[config.mk]
export PLATFORM = sky130hd
export DESIGN_NAME = dm_access_master
export DESIGN_NICKNAME = d
export VERILOG_FILES = /design/src/rtl/dm_access_pkg.sv /design/src/rtl/dm_access_timeout.sv /design/src/rtl/dm_access_master.sv
export SDC_FILE = /design/constraint.sdc
export NUM_CORES = 1
export LEC_CHECK = 0
export BUFFER_PORTS_ARGS = -buffer_cell sky130_fd_sc_hd__buf_2
export CAP_MARGIN = 20
export CORE_MARGIN = 4
export CORE_UTILIZATION = 42
export CTS_BUF_LIST = sky130_fd_sc_hd__clkbuf_4 sky130_fd_sc_hd__clkbuf_8
export DETAILED_ROUTE_END_ITERATION = 8
export PLACE_DENSITY = 0.78
export SLEW_MARGIN = 15
export SYNTH_ARGS = -nofsm -noshare
export SYNTH_HDL_FRONTEND = slang
export SYNTH_SLANG_ARGS = --single-unit
[constraint.sdc]
create_clock -name clka -period 1.4 [get_ports clka]
set_input_delay 0.28 -clock clka [delete_from_list [all_inputs] [get_ports clka]]
set_output_delay 0.28 -clock clka [all_outputs]
set_load 0.01 [all_outputs]
[src/rtl/dm_access_pkg.sv]
// rtl/dm_access_pkg.sv - shared defaults and FSM state constants for the DM access master
package dm_access_pkg;

  localparam int DM_N_DEFAULT       = 7;
  localparam int DM_TIMEOUT_DEFAULT = 15;

  typedef logic [1:0] dm_state_t;

  localparam dm_state_t ST_IDLE  = 2'd0;
  localparam dm_state_t ST_ISSUE = 2'd1;
  localparam dm_state_t ST_WAIT  = 2'd2;
  localparam dm_state_t ST_RESP  = 2'd3;

endpackage

[src/rtl/dm_access_timeout.sv]
// rtl/dm_access_timeout.sv - WAIT-cycle counter; instantiated only under DM_ACCESS_TIMEOUT_EN
module dm_access_timeout #(
  parameter int TIMEOUT = 15
) (
  input  logic clk,
  input  logic resetn,
  input  logic clr,
  input  logic en,
  output logic expired
);

  localparam int CW = $clog2(TIMEOUT + 1);

  logic [CW-1:0] cnt_q, cnt_d;

  always_comb begin
    cnt_d = cnt_q;
    if (clr) begin
      cnt_d = '0;
    end else if (en) begin
      cnt_d = cnt_q + 1'b1;
    end
  end

  // Fires in the cycle whose increment brings the count to TIMEOUT.
  assign expired = en && (cnt_q == CW'(TIMEOUT - 1));

  always_ff @(posedge clk) begin
    if (!resetn) begin
      cnt_q <= '0;
    end else begin
      cnt_q <= cnt_d;
    end
  end

endmodule

[src/rtl/dm_access_master.sv]
// rtl/dm_access_master.sv - pipeline-to-DM load/store initiator
// Optional load timeout enabled by defining DM_ACCESS_TIMEOUT_EN.
module dm_access_master
  import dm_access_pkg::*;
#(
  parameter int N       = DM_N_DEFAULT,
  parameter int TIMEOUT = DM_TIMEOUT_DEFAULT
) (
  input  logic          clka,
  input  logic          resetn,
  input  logic          req_valid,
  output logic          req_ready,
  input  logic          req_we,
  input  logic [N-1:0]  req_addr,
  input  logic [31:0]   req_wdata,
  output logic          resp_valid,
  input  logic          resp_ready,
  output logic [31:0]   resp_rdata,
  output logic          resp_err,
  output logic          ena,
  output logic          wea,
  output logic [N-1:0]  addra,
  output logic [31:0]   dina,
  input  logic [31:0]   douta,
  input  logic          done
);

  dm_state_t   state_q, state_d;
  logic        we_q, we_d;
  logic [N-1:0] addr_q, addr_d;
  logic [31:0] wdata_q, wdata_d;
  logic [31:0] rdata_q, rdata_d;
  logic        err_q, err_d;
  logic        timed_out;

`ifdef DM_ACCESS_TIMEOUT_EN
  dm_access_timeout #(.TIMEOUT(TIMEOUT)) u_timeout (
    .clk     (clka),
    .resetn  (resetn),
    .clr     (state_q != ST_WAIT),
    .en      ((state_q == ST_WAIT) && !done),
    .expired (timed_out)
  );
`else
  logic unused_timeout_cfg;
  assign unused_timeout_cfg = (TIMEOUT != 0);
  assign timed_out          = 1'b0;
`endif

  always_comb begin
    state_d = state_q;
    we_d    = we_q;
    addr_d  = addr_q;
    wdata_d = wdata_q;
    rdata_d = rdata_q;
    err_d   = err_q;
    case (state_q)
      ST_IDLE: begin
        if (req_valid) begin
          we_d    = req_we;
          addr_d  = req_addr;
          wdata_d = req_wdata;
          state_d = ST_ISSUE;
        end
      end
      ST_ISSUE: begin
        if (we_q) begin
          rdata_d = '0;
          err_d   = 1'b0;
          state_d = ST_RESP;
        end else begin
          state_d = ST_WAIT;
        end
      end
      ST_WAIT: begin
        // done beats a timeout landing in the same cycle.
        if (done) begin
          rdata_d = douta;
          err_d   = 1'b0;
          state_d = ST_RESP;
        end else if (timed_out) begin
          rdata_d = '0;
          err_d   = 1'b1;
          state_d = ST_RESP;
        end
      end
      default: begin
        if (resp_ready) begin
          err_d   = 1'b0;
          state_d = ST_IDLE;
        end
      end
    endcase
  end

  always_ff @(posedge clka) begin
    if (!resetn) begin
      state_q <= ST_IDLE;
      we_q    <= 1'b0;
      addr_q  <= '0;
      wdata_q <= '0;
      rdata_q <= '0;
      err_q   <= 1'b0;
    end else begin
      state_q <= state_d;
      we_q    <= we_d;
      addr_q  <= addr_d;
      wdata_q <= wdata_d;
      rdata_q <= rdata_d;
      err_q   <= err_d;
    end
  end

  // All outputs come from registers or state only.
  assign req_ready  = (state_q == ST_IDLE);
  assign resp_valid = (state_q == ST_RESP);
  assign ena        = (state_q == ST_ISSUE);
  assign wea        = (state_q == ST_ISSUE) && we_q;
  assign addra      = addr_q;
  assign dina       = wdata_q;
  assign resp_rdata = rdata_q;
  assign resp_err   = err_q;

endmodule
==> flow_summary.ini <==
[cts]
h-tree-depth = 3
clk_latency_ns = 0.34
cts-root-buf = clkbuf_8
cts_tree = done
clk_pin_slew_ns = 0.07
numCtsBuffers = 9
clkSinkCount = 74
clk_path_buf_depth = 2

[layout]
final_cells = 595
nets = 575
antenna_cells = 0
drive_gt1_share_pct = 40.5
postLayoutCoreUtil_pct = 63.6
syn_to_final_growth_pct = 44.9

[timing]
fin_crit_sh_pct = 106
period_needed_ns = 1.48
finalSetupTns_ns = -1.12
setup_ws_ns = -0.0778
clock.fmax_mhz = 677
clock_skew_ns = 0.00851
hold_viol = 0
setup_violations = 34
rsz0062_at_grt = true
slew_viol_final = 0

[yosys]
ys_ff_latch = 74
yosysSeqAreaShare_pct = 49.2
synth_top_cell_by_area = dfxtp_1
syn_area_per_cell_um2 = 8.81
synth_top_cells_by_area = dfxtp_1 49%, nand2_1 14%, mux2i_1 12%
syn_inst = 342
syn-num-nets = 423
syn-cell-area_mm2 = 0.00301
ys.warnings.count = 0
netlist.area_leader.share_pct = 49.2
synthDistinctLibCells = 19

[outcome]
status = complete, but fails checks
violations = negative setup slack

[detailed_routing]
dr.pass1.iters = 4
antenna_left = 0
viasPerCell = 4.77
drc = 0
num_vias = 2841
wire_per_inst_um = 13.7
wl_um = 8140
dr.first_iter.drc_count = 80

[global_route]
track_usage_pct = 19.0
grt_antenna_before_repair = 0
grt_pass1_wl_um = 13100
grt_pass1_vias = 2800
overflow = 0
grt_start_max_net_pins = 39

[setup_path]
worst_setup_path_start_kind = flip-flop
r2r_cells = 7
rr_startpoint = state_q[1]
worstPathRequired_ns = 1.65
arrival_ns = 1.73
setup.worst_path.end = resp_rdata[18]
worstPathMaxFanout = 6
critPathLaunch = state_q[1]
critPathKind = reg -> reg
rrSetupSlack_ns = -0.08
end_kind = flip-flop
r2r-end = resp_rdata[18]

[floorplanning]
initial_core_util_pct = 43.9
die_area_mm2 = 0.00859
io_pins = 153
std_cell_rows = 30
core-area_mm2 = 0.00687
die_y_um = 92.7
die_x_um = 92.7

[flow_run]
drv_cap = 0

[pwr]
power_uw = 7540
power.leakage_uw = 0.00197
power_density_mw_per_mm2 = 1730
max-vdd-ir-drop_mv = 0.833

[min_path]
worstHoldPathType = in -> reg

[place]
placedCellCount = 572
portBuffers = 151
gp_congestion = 0.777
dp_slack_ns = -0.0550
dpl.hpwl_um = 5710
## layer usage
metal | vias to the layer above | GRT usage (%) | routed length, µm | share of wire [%]
met5 | - | 0 | 0 | 0
met4 | 0 | 8.79 | 200 | 2.5
met3 | 15 | 5.28 | 501 | 6.2
met2 | 95 | 32.1 | 4110 | 50
met1 | 1309 | 22.3 | 3330 | 41
li1 | 1422 | - | - | -
## worst max-delay path, cell delays in order, from the launching register on
cell     delay, ns
dfxtp_2       0.34
buf_4         0.15
ha_4          0.17
nor2b_4       0.14
nor2_4        0.11
buf_12        0.14
buf_12        0.12
mux2i_2       0.22
## cell usage after synthesis
cell and instances:
nor2_4 1, a21boi_1 7, buf_4 3, clkbuf_1 16
nand2_1 116, nand3_1 32, conb_1 1, o311ai_0 1
nor2b_4 1, nor2b_1 1, dfxtp_1 74, buf_6 4
a21boi_0 33, mux2i_1 35, and2_1 2, buf_2 6
inv_1 3, nor3_1 2, ha_1 4
## what timing repair did
action | CTS | global route
buffers inserted | 3 | 2
resized for setup | 22 | 12
pin swaps | 1 | 3
hold buffers | 0 | 0
cloned | 3 | 1
setup endpoints to repair | 65 | 54
## flip-flops by register name (all words and copies together), names as in the netlist
name / flops
we_q: 1
dina: 32
state_q: 2
resp_rdata: 32
addra: 7
## placed cells by master, fill, tap and decap left out, drive strengths merged, types with 3 or more instances in the layout
cell and instances:
ha 4, buf 169, nand3 32, mux2i 35, dfxtp 74, nand2 116, inv 3, clkbuf 12
bufinv 4, a21boi 40
## area by class of cell
type / instances / area, µm²
clock buffer: 11 / 145
multi-input combinational: 236 / 1430
timing repair buffer: 170 / 1040
fill: 606 / 2500
sequential: 74 / 1490
tap: 96 / 120
clock inverter: 5 / 125
inverter: 3 / 16.3
## worst min-delay path by stage
stage / start / cells past startpoint / endpoint / slack, ns
final: req_wdata[30] / 3 / dina[30] / 0.18
after global routing: req_addr[6] / 3 / addra[6] / 0.17
after CTS: req_addr[6] / 3 / addra[6] / 0.16
after detailed placement: resp_rdata[31] / 2 / resp_rdata[31] / 0.45
after global placement: dina[29] / 2 / dina[29] / 0.44
after floorplan: req_addr[6] / 2 / addra[6] / 0.41
## power by group
group / internal (µW) / switching, µW
sequential: 2390 / 157
clock: 1430 / 758
combinational: 1360 / 1440
total: 5180 / 2360
## kinds of logic (layout without fill, tap and decap cells)
kind of cell | after synthesis | after routing | synth area share [%]
AOI/OAI and AO/OA | 41 | 41 | 10.3
buffers and inverters | 32 | 189 | 5.61
and+or+nand+nor | 155 | 155 | 21.6
muxes | 35 | 35 | 11.6
adders and majority gates | 4 | 4 | 1.66
DFF | 74 | 74 | 49.2
other | 1 | 1 | 0.124
## stage by stage
step | cell area, µm² | hold slack (ns)
floorplan | 3020 | 0.415
global placement | 3880 | 0.437
finish | 4370 | 0.175
CTS | 4330 | 0.160
global route | 4370 | 0.172
detailed placement | 3880 | 0.446
No activity file was read; power rests on OpenSTA's default activity.
